$ cat src/rtl/pipe_io_pkg.sv
// pipe_io_pkg: shared constants and helpers for the pipe_io_ctrl I/O block.
//   - I/O window byte offsets (IN, OUT, STATUS, CTRL, IRQ_MASK)
//   - hex nibble to active-low 7-segment pattern {g,f,e,d,c,b,a}
//   - debounce counter width helper
package pipe_io_pkg;

    localparam logic [7:0] IN_BASE       = 8'h80;
    localparam logic [7:0] OUT_BASE      = 8'hC0;
    localparam logic [7:0] STATUS_ADDR   = 8'hF0;
    localparam logic [7:0] CTRL_ADDR     = 8'hF4;
    localparam logic [7:0] IRQ_MASK_ADDR = 8'hF8;

    localparam logic [6:0] SEG_ZERO  = 7'b1000000;
    localparam logic [6:0] SEG_BLANK = 7'b1111111;

    // Active-low segment pattern, bit 6 = g ... bit 0 = a.
    function automatic logic [6:0] hex_to_seg(input logic [3:0] nib);
        logic [6:0] pat;
        unique case (nib)
            4'h0: pat = 7'b1000000;
            4'h1: pat = 7'b1111001;
            4'h2: pat = 7'b0100100;
            4'h3: pat = 7'b0110000;
            4'h4: pat = 7'b0011001;
            4'h5: pat = 7'b0010010;
            4'h6: pat = 7'b0000010;
            4'h7: pat = 7'b1111000;
            4'h8: pat = 7'b0000000;
            4'h9: pat = 7'b0010000;
            4'hA: pat = 7'b0001000;
            4'hB: pat = 7'b0000011;
            4'hC: pat = 7'b1000110;
            4'hD: pat = 7'b0100001;
            4'hE: pat = 7'b0000110;
            4'hF: pat = 7'b0001110;
        endcase
        return pat;
    endfunction

    // Counter must reach cycles-1; keep at least one bit for cycles == 1.
    function automatic int unsigned deb_cnt_w(input int unsigned cycles);
        return (cycles > 1) ? $clog2(cycles) : 1;
    endfunction

endpackage

$ cat src/rtl/pipe_io_debounce.sv
// pipe_io_debounce: one input port's 2-flop synchroniser plus debouncer.
// Ports:
//   i_clock, i_reset  clock, asynchronous active-high reset
//   i_raw             asynchronous switch input (IN_W bits)
//   o_value           debounced value
//   o_change          high in the cycle whose rising edge updates o_value
module pipe_io_debounce
    import pipe_io_pkg::*;
#(
    parameter int unsigned IN_W       = 4,
    parameter int unsigned DEB_CYCLES = 16
) (
    input  logic            i_clock,
    input  logic            i_reset,
    input  logic [IN_W-1:0] i_raw,
    output logic [IN_W-1:0] o_value,
    output logic            o_change
);

    localparam int unsigned       CNT_W    = deb_cnt_w(DEB_CYCLES);
    localparam logic [CNT_W-1:0]  CNT_LAST = CNT_W'(DEB_CYCLES - 1);

    logic [IN_W-1:0]  r_sync1;
    logic [IN_W-1:0]  r_sync2;
    logic [IN_W-1:0]  r_value;
    logic [CNT_W-1:0] r_cnt;
    logic             w_stable;
    logic             w_update;

    // r_sync2 is the candidate; r_sync1 is the sample that follows it, so a
    // mismatch restarts the count one edge earlier and the end-to-end latency
    // of a clean change is 2 + DEB_CYCLES edges.
    assign w_stable = (r_sync1 == r_sync2);
    assign w_update = w_stable && (r_cnt == CNT_LAST) && (r_sync2 != r_value);

    always_ff @(posedge i_clock or posedge i_reset) begin
        if (i_reset) begin
            r_sync1 <= '0;
            r_sync2 <= '0;
            r_value <= '0;
            r_cnt   <= '0;
        end else begin
            r_sync1 <= i_raw;
            r_sync2 <= r_sync1;
            if (!w_stable) begin
                r_cnt <= '0;
            end else if (r_cnt != CNT_LAST) begin
                r_cnt <= r_cnt + 1'b1;
            end
            if (w_update) begin
                r_value <= r_sync2;
            end
        end
    end

    assign o_value  = r_value;
    assign o_change = w_update;

endmodule

$ cat src/rtl/pipe_io_ctrl.sv
// pipe_io_ctrl: memory-mapped I/O controller for the CPU MEM stage.
// NUM_IN debounced input ports, NUM_OUT output registers shown on hex 7-seg
// digits, clear-on-read change STATUS, CTRL (display enable), registered reads.
// Optional interrupt logic is built when macro PIPE_IO_IRQ_EN is defined.
// Ports:
//   i_clock, i_reset          clock, asynchronous active-high reset
//   i_io_addr/we/re/wdata     bus request (addr bits [1:0] ignored)
//   o_io_rdata, o_io_rvalid   registered read data, one-cycle valid pulse
//   i_in_raw                  raw switch inputs, port i at [i*IN_W +: IN_W]
//   o_seg                     active-low {g..a} per digit, digit 0 = OUT_0[3:0]
//   o_irq                     interrupt request (0 without PIPE_IO_IRQ_EN)
module pipe_io_ctrl
    import pipe_io_pkg::*;
#(
    parameter int unsigned NUM_IN     = 4,
    parameter int unsigned IN_W       = 4,
    parameter int unsigned NUM_OUT    = 4,
    parameter int unsigned OUT_W      = 8,
    parameter int unsigned DEB_CYCLES = 16
) (
    input  logic                         i_clock,
    input  logic                         i_reset,
    input  logic [7:0]                   i_io_addr,
    input  logic                         i_io_we,
    input  logic                         i_io_re,
    input  logic [31:0]                  i_io_wdata,
    output logic [31:0]                  o_io_rdata,
    output logic                         o_io_rvalid,
    input  logic [NUM_IN*IN_W-1:0]       i_in_raw,
    output logic [NUM_OUT*(OUT_W/4)*7-1:0] o_seg,
    output logic                         o_irq
);

    localparam int unsigned DIG_PER_OUT = OUT_W / 4;
    localparam int unsigned NUM_DIG     = NUM_OUT * DIG_PER_OUT;
    localparam int unsigned SEG_W       = NUM_DIG * 7;
    localparam logic [SEG_W-1:0] SEG_RESET = {NUM_DIG{SEG_ZERO}};

    logic [NUM_IN-1:0][IN_W-1:0]   w_deb;
    logic [NUM_IN-1:0]             w_change;
    logic [NUM_OUT-1:0][OUT_W-1:0] r_out;
    logic [NUM_IN-1:0]             r_status;
    logic                          r_ctrl;
    logic [31:0]                   r_rdata;
    logic                          r_rvalid;
    logic [SEG_W-1:0]              r_seg;
    logic [SEG_W-1:0]              w_seg_next;
    logic [31:0]                   w_rd_data;

    // Address decode on word offsets.
    logic [3:0] w_idx;
    logic       w_in_sel;
    logic       w_out_sel;
    logic       w_status_sel;
    logic       w_ctrl_sel;
    logic       w_mask_sel;
    logic       w_rd_status;

    assign w_idx        = i_io_addr[5:2];
    assign w_in_sel     = (i_io_addr[7:6] == IN_BASE[7:6]);
    assign w_out_sel    = (i_io_addr[7:6] == OUT_BASE[7:6]) &&
                          (i_io_addr[7:4] != STATUS_ADDR[7:4]);
    assign w_status_sel = (i_io_addr[7:2] == STATUS_ADDR[7:2]);
    assign w_ctrl_sel   = (i_io_addr[7:2] == CTRL_ADDR[7:2]);
    assign w_mask_sel   = (i_io_addr[7:2] == IRQ_MASK_ADDR[7:2]);
    assign w_rd_status  = i_io_re && w_status_sel;

    for (genvar gi = 0; gi < NUM_IN; gi++) begin : g_deb
        pipe_io_debounce #(
            .IN_W       (IN_W),
            .DEB_CYCLES (DEB_CYCLES)
        ) u_deb (
            .i_clock  (i_clock),
            .i_reset  (i_reset),
            .i_raw    (i_in_raw[gi*IN_W +: IN_W]),
            .o_value  (w_deb[gi]),
            .o_change (w_change[gi])
        );
    end

`ifdef PIPE_IO_IRQ_EN
    logic [NUM_IN-1:0] r_irq_mask;
    logic              r_irq;
`endif

    // Read mux; unmapped and out-of-range indices return zero.
    always_comb begin
        w_rd_data = '0;
        if (w_in_sel) begin
            for (int i = 0; i < NUM_IN; i++) begin
                if (w_idx == 4'(i)) w_rd_data[IN_W-1:0] = w_deb[i];
            end
        end else if (w_out_sel) begin
            for (int j = 0; j < NUM_OUT; j++) begin
                if (w_idx == 4'(j)) w_rd_data[OUT_W-1:0] = r_out[j];
            end
        end else if (w_status_sel) begin
            w_rd_data[NUM_IN-1:0] = r_status;
        end else if (w_ctrl_sel) begin
            w_rd_data[0] = r_ctrl;
        end
`ifdef PIPE_IO_IRQ_EN
        else if (w_mask_sel) begin
            w_rd_data[NUM_IN-1:0] = r_irq_mask;
        end
`endif
    end

    always_ff @(posedge i_clock or posedge i_reset) begin
        if (i_reset) begin
            r_out    <= '0;
            r_status <= '0;
            r_ctrl   <= 1'b1;
            r_rdata  <= '0;
            r_rvalid <= 1'b0;
        end else begin
            r_rvalid <= i_io_re;
            if (i_io_re) r_rdata <= w_rd_data;
            // Clear exactly what this read returned; a change landing on the
            // same edge still sets its bit.
            if (w_rd_status) r_status <= w_change;
            else             r_status <= r_status | w_change;
            if (i_io_we) begin
                if (w_out_sel) begin
                    for (int j = 0; j < NUM_OUT; j++) begin
                        if (w_idx == 4'(j)) r_out[j] <= i_io_wdata[OUT_W-1:0];
                    end
                end
                if (w_ctrl_sel) r_ctrl <= i_io_wdata[0];
            end
        end
    end

    always_comb begin
        w_seg_next = '1;
        if (r_ctrl) begin
            for (int j = 0; j < NUM_OUT; j++) begin
                for (int d = 0; d < DIG_PER_OUT; d++) begin
                    w_seg_next[(j*DIG_PER_OUT + d)*7 +: 7] = hex_to_seg(r_out[j][d*4 +: 4]);
                end
            end
        end
    end

    always_ff @(posedge i_clock or posedge i_reset) begin
        if (i_reset) r_seg <= SEG_RESET;
        else         r_seg <= w_seg_next;
    end

`ifdef PIPE_IO_IRQ_EN
    always_ff @(posedge i_clock or posedge i_reset) begin
        if (i_reset) begin
            r_irq_mask <= '0;
            r_irq      <= 1'b0;
        end else begin
            if (i_io_we && w_mask_sel) r_irq_mask <= i_io_wdata[NUM_IN-1:0];
            r_irq <= |(r_status & r_irq_mask);
        end
    end
    assign o_irq = r_irq;
`else
    assign o_irq = 1'b0;
`endif

    // Bits of the bus that carry no information here.
    logic w_unused;
    assign w_unused = ^{i_io_addr[1:0], i_io_wdata, w_mask_sel};

    assign o_io_rdata  = r_rdata;
    assign o_io_rvalid = r_rvalid;
    assign o_seg       = r_seg;

endmodule

$ cat config.mk
export PLATFORM = sky130hd
export DESIGN_NAME = pipe_io_ctrl
export DESIGN_NICKNAME = d
export VERILOG_FILES = /design/src/rtl/pipe_io_pkg.sv /design/src/rtl/pipe_io_debounce.sv /design/src/rtl/pipe_io_ctrl.sv
export SDC_FILE = /design/constraint.sdc
export NUM_CORES = 1
export LEC_CHECK = 0
export CORE_AREA = 2 2 162 148
export CTS_CLUSTER_DIAMETER = 40
export DETAILED_ROUTE_END_ITERATION = 6
export DIE_AREA = 0 0 164 150
export PLACE_DENSITY = 0.65
export SLEW_MARGIN = 20
export SYNTH_ARGS = -nofsm -noshare
export SYNTH_HDL_FRONTEND = slang
export SYNTH_HIERARCHICAL = 1
export SYNTH_SLANG_ARGS = --single-unit
$ cat constraint.sdc
create_clock -name i_clock -period 3 [get_ports i_clock]
set_input_delay 0.3 -clock i_clock [delete_from_list [all_inputs] [get_ports i_clock]]
set_output_delay 0.3 -clock i_clock [all_outputs]
set_load 0.005 [all_outputs]
==> results by group <==
Yosys
  • Cells after Synth: around 760
  • Largest family of logic cells by synthesized area: simple AND/OR/NAND/NOR gates
  • Mux cell area share after synthesis: approximately a tenth
  • Avg Synthesized Cell Area: about 11 sq um
  • Post-Synthesis Cell Area: 0.00856 sq mm
  • Yosys reg bits: around 170
  • Adder-cell share of the synthesized area: between 7 and 8%
  • Ys Warns: 6
  • Simple-gate area share of the yosys netlist: 11.8%
  • Seq/Total Area, Yosys: between 40% and 50%
  • Post-synthesis xor/xnor area fraction: 3.79%
  • Compound-Gate Fraction of Synth Area: around 11%
  • Yosys cell types: 52

Timing
  • Slew HR: between 40% and 50%
  • Clk_skew: roughly 0.0057 ns
  • Setup violators final: 0
  • Highest clock rate: ~550 MHz
  • RSZ-0062 raised after global routing: false
  • Setup TNS: 0 ns
  • Period Utilization, post-route: between 60% and 70%
  • Fin. max-slew vios: 0
  • Final hold violation count: 0
  • Post-route minimum period: 1.82 ns
  • Worst-Margin Slew: about 0.80 ns

CTS
  • CTS Buffer Depth: 2
  • Root Driver: clkbuf_16
  • Cts repair resizes: 0
  • # H-tree levels: 4
  • CTS tree: yes
  • Setup Buffers After CTS: 0
  • Num CTS Buffers: 17
  • Worst-path clk slew: about 0.06 ns
  • CTS Sinks: 166
  • Skew-Pair Late Insertion Delay: between 0.4 and 0.5 ns
  • Post-CTS Hold Buffers: 0

Routing
  • DRT antenna net count: 0
  • DR vias: 5,785
  • DR pass1 iterations: 5
  • Final wirelength: 17,400 um
  • Wire per inst: approximately 15 um
  • Post-route DRC violation count: 0
  • Initial DRC Count: 350
  • Via density per instance: 4.96

Run status
  • Outcome: finished clean

Layout
  • Ant. Diodes: 0
  • Fin util: between 40% and 50%
  • Share of post-route cells with drive strength above 1: between 10 and 15%
  • Area growth syn-to-layout: 21.2%
  • Final instance area: 0.0104 sq mm
  • Final Non-Filler Cells: 1,167
  • Final nets: between 900 and 1,000
  • Commonest cells after routing, fill and taps aside: dfrtp_1, clkdlybuf4s50_1, ha_1
  • Most common cell after layout, fill and taps aside: dfrtp_1

Pwr
  • LEAKAGE: roughly 4.4 nW
  • Seq pwr share: 43.3%
  • Switching pwr: 1.56 mW
  • Overall Power: just over 6 mW
  • Combinational Power Share: ~16%
  • Peak VDD IR: between 0.3 and 0.4 mV
  • Switching Fraction: 25.1%
  • Pint: 4.65 mW
  • Clock Power Share: 41.0%
  • Pwr Density: 598 mW/mm^2

Placement
  • I/O Buffers: 98
  • DP HPWL: 12,600 um
  • Dpl cells: 1,135
  • Gp weighted congestion: approximately 0.83
  • Post-DP Area: just under 0.01 sq mm

Global routing
  • First-pass GRT wire length: 28,900 um
  • Vias in the first global route: 5,578
  • Remaining global-route overflow: 0
  • Total track usage: between 10% and 20%
  • Initial antenna violation count: 0
  • Largest net degree at the start of global routing: 48

Critical path
  • Worst Setup Start Kind: input port
  • R2R Setup Slk: approximately 1.3 ns
  • CP Launch Point: i_io_addr[3]
  • CP Capture Type: flop
  • Crit path kind: in2reg
  • Worst EP arrival: approximately 2.1 ns
  • Worst EP required: between 3 and 4 ns
  • R2R Path Start: r_ctrl
  • Max FO, Critical Path: 8

Die
  • Io pins: 150
  • Height of the die: around 150 um
  • Core box area: around 0.023 sq mm
  • Full die area: 0.0246 sq mm
  • Row count: 53
  • Initial Utilization: between 30 and 40%
  • Die X-Extent: between 150 and 200 um

Min path
  • Class of the worst hold path: in2reg
  • Min-delay src: i_in_raw[10]

Run
  • Number of max-cap violations: 0
-- worst max-delay path: stages --
cell and delay (ns):
clkdlybuf4s50_1 0.60, nor3b_2 0.60, a22oi_1 0.19, a221oi_1 0.32
a211oi_1 0.09
-- area by class of cell --
class                      instances  area (sq um)
timing repair buffer             106          1050
clock inverter                     8           190
inverter                          42           160
fill                            2096         12600
multi-input combinational        519          3920
tap                              302           378
sequential                       166          4170
clock buffer                      24           512
-- power groups by stage --
stage | clock, mW | combinational (mW) | sequential (mW)
global placement | 0 | 0.966 | 2.72
CTS | 2.62 | 0.986 | 2.69
finish | 2.54 | 0.975 | 2.69
floorplan | 0 | 0.694 | 2.60
global route | 2.72 | 1.10 | 2.73
detailed placement | 0 | 0.980 | 2.73
-- state kept, by name, summed over array words and instances (netlist names) --
signal / flops
o_io_rvalid: 1
r_ctrl: 1
g_deb.u_deb/r_sync1: 16
r_out: 32
g_deb.u_deb/r_cnt: 16
g_deb.u_deb/o_value: 16
r_status: 4
o_seg: 56
o_io_rdata: 8
g_deb.u_deb/r_sync2: 16
-- metal layers --
| metal | wire length, um | part of all wire (%) | vias to the layer above | GRT usage, % |
|---|---|---|---|---|
| li1 | - | - | 2815 | - |
| met1 | 8100 | 47 | 2811 | 20.2 |
| met2 | 8090 | 47 | 147 | 24.1 |
| met3 | 988 | 5.7 | 12 | 3.82 |
| met4 | 176 | 1.0 | 0 | 4.52 |
| met5 | 0 | 0 | - | 0 |
-- stage by stage --
| stage | setup slack, ns | hold slack [ns] |
|---|---|---|
| floorplan | 0.0394 | 0.214 |
| global placement | 0.797 | 0.377 |
| detailed placement | 0.814 | 0.379 |
| CTS | 1.21 | 0.286 |
| global route | 1.10 | 0.290 |
| finish | 1.18 | 0.311 |
-- cells in the mapped netlist (all sizes together) --
library cell	count	area [sq um]
xnor2	20	175
o221ai	6	52.6
ha	52	651
nand2b	7	43.8
dfstp	9	236
conb	1	3.75
o211ai	27	203
xor2	17	149
mux2	55	619
nand3b	4	30.0
nor2b	15	93.8
mux2i	21	210
a21oi	21	105
o31a	2	17.5
o311ai	16	140
dfrtp	157	3930
o31ai	1	7.51
a21boi	4	30.0
nor3	16	91.3
a221oi	3	26.3
a31oi	4	25.0
and2	6	37.5
o21ai	37	185
nor4	5	31.3
a22oi	6	45.0
nor2	49	214
nand2	48	183
nand4	7	90.1
buf	32	236
a21o	5	37.5
nand4b	1	15.0
bufbuf	1	32.5
a211oi	3	22.5
mux4	3	67.6
nand3	17	97.6
o22ai	2	12.5
clkbuf	27	141
o2111ai	4	35.0
inv	42	158
nor3b	10	80.1
-- kinds of logic after synthesis --
| family | Yosys count |
|---|---|
| adder cells (fa/ha/maj) | 52 |
| flip-flops | 166 |
| AO/OA/AOI/OAI | 141 |
| buffers and inverters | 102 |
| XOR/XNOR | 37 |
| multiplexers | 79 |
| other | 1 |
| AND/OR/NAND/NOR | 185 |
-- worst paths after layout --
kind	end	cells past startpoint
hold reg to reg	g_deb[2].u_deb/r_sync2[3]	0
hold / removal	g_deb[2].u_deb/r_sync1[2]	1
min in group asynchronous	g_deb[0].u_deb/o_value[2]	2
max in group asynchronous	o_seg[6]	3
setup reg to reg	o_seg[22]	2
setup / recovery	o_io_rdata[1]	5
No activity file was read; power rests on OpenSTA's default activity.
==> patch 1 (same flow settings) <==
Set the parameter `NUM_OUT` to 5 (it was 4).
--- a/src/rtl/pipe_io_ctrl.sv
+++ b/src/rtl/pipe_io_ctrl.sv
@@ -14,7 +14,7 @@
 #(
     parameter int unsigned NUM_IN     = 4,
     parameter int unsigned IN_W       = 4,
-    parameter int unsigned NUM_OUT    = 4,
+    parameter int unsigned NUM_OUT    = 5,
     parameter int unsigned OUT_W      = 8,
     parameter int unsigned DEB_CYCLES = 16
 ) (
Ports: changed (resized o_seg); port bits go from 150 to 164. No check against the original RTL was run, so the function may have changed too.
==> patch 1 against the original RTL <==
  * Design area is 14% higher
  * Cell count is 11% higher
  * Area after synthesis is 15% higher
  * Sequential cell count is 22 higher
  * Routed wire length is 17% higher
  * Utilization is 6.2 points higher
  * Power is 6.4% higher
  * Setup slack worse by 0.36 ns
  * Critical endpoint is now r_out[18]
  * Largest power group unchanged
==> patch 1: results <==
group,metric,value,unit
worst_setup_path,timing.critical_path.slowest_stage_cell,"sky130_fd_sc_hd__clkdlybuf4s50_1",
placed_design,dpl_worst_slack,0.398,ns
placed_design,routability_cong,0.837,
power,vdd.ir_drop.worst,340,µV
logic_synthesis,asyncSetResetFlopFracSynth,100,%
drt,post_drt_wl_per_cell,15.7,µm
cts,post_cts_resize_count,0,
global_routing,antenna_found_initial,1,
global_routing,grt_start_max_net_pins,50,
placed_design,post-dp-hpwl,14400,µm
logic_synthesis,synth_area_in_xor_xnor,3.20,%
cts,root_buffer,"sky130_fd_sc_hd__clkbuf_16",
sta,skew,0.00984,ns
logic_synthesis,synth_sequential_area_ratio,48.0,%
hold_path,timing.hold.worst_path_depth,1,
cts,clockBufferDepth,2,
cells_and_area,num-nets-final,1101,
run_status,status,"completed",
sta,worst-slew-pin-transition,0.738,ns
worst_setup_path,worst_path_dominant_cell_family,"buffers and inverters",
cts,cts.reportedPaths.clkPinSlew,0.07,ns
drt,drtIter0Drc,452,
global_routing,grt_pass1_wl,33100,µm
logic_synthesis,synth.top_cells.by_area,"sky130_fd_sc_hd__dfrtp_1, sky130_fd_sc_hd__ha_1, sky130_fd_sc_hd__mux2_2, sky130_fd_sc_hd__dfstp_2, sky130_fd_sc_hd__mux2i_1",
logic_synthesis,synth_fa_ha_area_share,8.14,%
cells_and_area,nFillCells,1994,
worst_setup_path,arrival,2.50,ns
cells_and_area,largest_register_ffs,70,
global_routing,grt_pass1_vias,6409,
worst_setup_path,crit_path_max_incr_delay,0.62,ns
cts,cts_inserted_buffers,17,
drt,vias_per_cell,5.13,
cts,post-cts-setup-buffers,0,
worst_setup_path,timing.reg2reg.worst_path_depth,4,
power,lkg_pwr,4.92,nW
cts,clk_latency,0.43,ns
worst_setup_path,crit_fanout,11,
logic_synthesis,netlist_top_cells_count,"sky130_fd_sc_hd__dfrtp_1, sky130_fd_sc_hd__ha_1, sky130_fd_sc_hd__inv_1, sky130_fd_sc_hd__nor2_1, sky130_fd_sc_hd__nand2_1",
global_routing,global_route.usage.total,17.3,%
logic_synthesis,synth-compound-area-share,10.9,%
logic_synthesis,yosys-mux-area-fraction,11.4,%
logic_synthesis,netlist-cell-type-count,56,
cts,htree_num_levels,4,
placed_design,numPortBuffers,112,
logic_synthesis,ys_warn_count,6,
cells_and_area,layout-drive-gt1-share,12.4,%
-- patch 1: per-stage QoR --
stage	instance area, µm²	cells	power, mW	util (%)
6_report	11800	1293	6.60	51.3
5_1_grt	11800	1292	6.98	51.3
4_1_cts	11800	1292	6.68	51.3
3_5_place_dp	11100	1260	4.20	48.5
3_3_place_gp	11100	1260	4.18	48.5
2_1_floorplan	9930	903	3.69	-
-- patch 1: layer usage --
| layer | vias up | track usage (%) | routed length, µm |
|---|---|---|---|
| li1 | 3248 | - | - |
| met1 | 3245 | 24.0 | 9730 |
| met2 | 124 | 27.7 | 9640 |
| met3 | 11 | 3.96 | 761 |
| met4 | 0 | 4.12 | 210 |
| met5 | - | 0 | 0 |
-- patch 1: path summary, 6_finish.rpt --
path                                            from                        end  slack (ns)
max                                     i_io_addr[4]                  r_out[18]        0.81
min                                     i_in_raw[11]  g_deb[2].u_deb/r_sync1[3]        0.30
max reg2reg                                r_out[10]              o_io_rdata[2]        1.22
min reg2reg                g_deb[1].u_deb/r_sync1[0]  g_deb[1].u_deb/r_sync2[0]        0.40
max in group asynchronous                    i_reset                  o_seg[27]        1.80
min in group asynchronous                    i_reset  g_deb[0].u_deb/r_sync1[1]        0.42
-- patch 1: where the power goes --
part           total (mW)  switching [mW]  internal [mW]  leakage (nW)
Clock                2.46            1.02           1.44         0.306
Sequential           3.03           0.267           2.76          2.22
Combinational        1.11           0.515          0.599          2.39
-- patch 1: layout make-up --
type,count,area (µm²),area share (%)
Clock inverter,14,206,1.75
Antenna cell,1,2.50,0.0212
Tap cell,302,378,3.20
Clock buffer,18,439,3.72
Inverter,53,203,1.72
Timing Repair Buffer,123,1240,10.5
Sequential cell,188,4720,40.0
Multi-Input combinational cell,594,4610,39.1
==> patch 2 (same flow settings) <==
Without the edit above. The output `o_io_rvalid` loses its register stage (`r_rvalid` becomes a continuous assignment).
--- a/src/rtl/pipe_io_ctrl.sv
+++ b/src/rtl/pipe_io_ctrl.sv
@@ -112,9 +112,7 @@
             r_status <= '0;
             r_ctrl   <= 1'b1;
             r_rdata  <= '0;
-            r_rvalid <= 1'b0;
         end else begin
-            r_rvalid <= i_io_re;
             if (i_io_re) r_rdata <= w_rd_data;
             // Clear exactly what this read returned; a change landing on the
             // same edge still sets its bit.
@@ -130,6 +128,8 @@
             end
         end
     end
+
+    assign r_rvalid = i_io_re;
 
     always_comb begin
         w_seg_next = '1;
Check against the original RTL: not equivalent (a bounded check fails within 4 cycles, from zero or initial values and one cycle with i_reset high).
==> patch 2 against the original RTL <==
  * Area after synthesis down 0.20%
  * Routed wire length down 1.3%
  * Design area down 1.6%
  * Die area unchanged
  * Sequential cell count down 1
  * Power down 8.1%
  * Setup slack better by 0.028 ns
  * Critical endpoint is now o_seg[29]
==> patch 2: results <==
group,metric,value,unit
logic_synthesis,synth_sequential_area_ratio,48.5,%
cts,clockBufferDepth,2,
worst_setup_path,critPathCapture,"o_seg[29]",
power,vdd.ir_drop.worst,340,µV
drt,wl_on_met1,8240,µm
run_status,status,"completed",
hold_path,holdCritStartpoint,"i_in_raw[14]",
worst_setup_path,crit_fanout,47,
sta,max_slew_margin,44.9,%
power,total_internal_power,4.09,mW
global_routing,global_route.usage.total,14.7,%
worst_setup_path,timing.critical_path.slowest_stage_cell,"sky130_fd_sc_hd__dfstp_2",
drt,detail_route.wirelength,17100,µm
sta,skew,0.0100,ns
drt,routed-wl-met3,849,µm
drt,detail_route.first_pass.iterations,4,
placed_design,routability_cong,0.810,
worst_setup_path,arrival,2.05,ns
worst_setup_path,r2r_slack,1.20,ns
worst_setup_path,worst_path_dominant_cell_family,"flip-flops",
drt,drtIter0Drc,362,
placed_design,post-dp-hpwl,12400,µm
worst_setup_path,worst_setup_path_start_kind,"flip-flop",
drt,vias_per_cell,4.89,
placed_design,place_inst,1134,
cells_and_area,num-nets-final,963,
cells_and_area,layout-drive-gt1-share,12.4,%
hold_path,hold_end,"g_deb[3].u_deb/r_sync1[2]",
logic_synthesis,syn_avg_cell_area,11.2,µm²
global_routing,grt_pass1_wl,28300,µm
[patch 2: cell count changes in the layout (fill, tap and decap cells not counted)]
cell,delta
sky130_fd_sc_hd__clkbuf_8,-6
sky130_fd_sc_hd__clkinvlp_4,+5
sky130_fd_sc_hd__clkinv_2,+2
sky130_fd_sc_hd__inv_6,+3
sky130_fd_sc_hd__bufinv_16,-5
sky130_fd_sc_hd__clkbuf_1,-1
sky130_fd_sc_hd__dfrtp_1,-1
sky130_fd_sc_hd__clkinv_4,+2
[patch 2: logic make-up after synthesis]
group	synth area share (%)
simple gates	11.8
other cells	0.0439
mux	10.5
xor+xnor	3.79
compound gates	11.1
flops	48.5
buf+inv	6.74
fa+ha+maj	7.62
[patch 2: routing by layer]
layer | track usage, % | vias up
li1 | - | 2795
met1 | 20.5 | 2768
met2 | 22.5 | 125
met3 | 4.19 | 10
met4 | 3.95 | 0
met5 | 0 | -
[patch 2: area by class of cell]
cell class	count	area, µm²	area share, %
flip-flops and latches	165	4140	40.6
multi-input cells	519	3920	38.4
inverters	42	160	1.57
clock buffers	17	425	4.17
repair buffers	106	1050	10.3
clock inverters	15	131	1.29
well taps	302	378	3.70
[patch 2: metrics by stage]
step                cell area [µm²]  util (%)  setup WS, ns
floorplan                      8630         -        0.0678
global placement               9650      41.9         0.858
detailed placement             9650      41.9         0.810
CTS                           10200      44.4          1.21
global route                  10200      44.4          1.13
finish                        10200      44.4          1.20
[patch 2: power by group through the flow]
stage	clock, mW	combinational (mW)	sequential [mW]
after floorplan	0	0.695	2.59
after global placement	0	0.963	2.71
after detailed placement	0	0.981	2.71
after CTS	2.13	0.989	2.67
after global routing	2.23	1.10	2.71
final	2.06	0.975	2.67
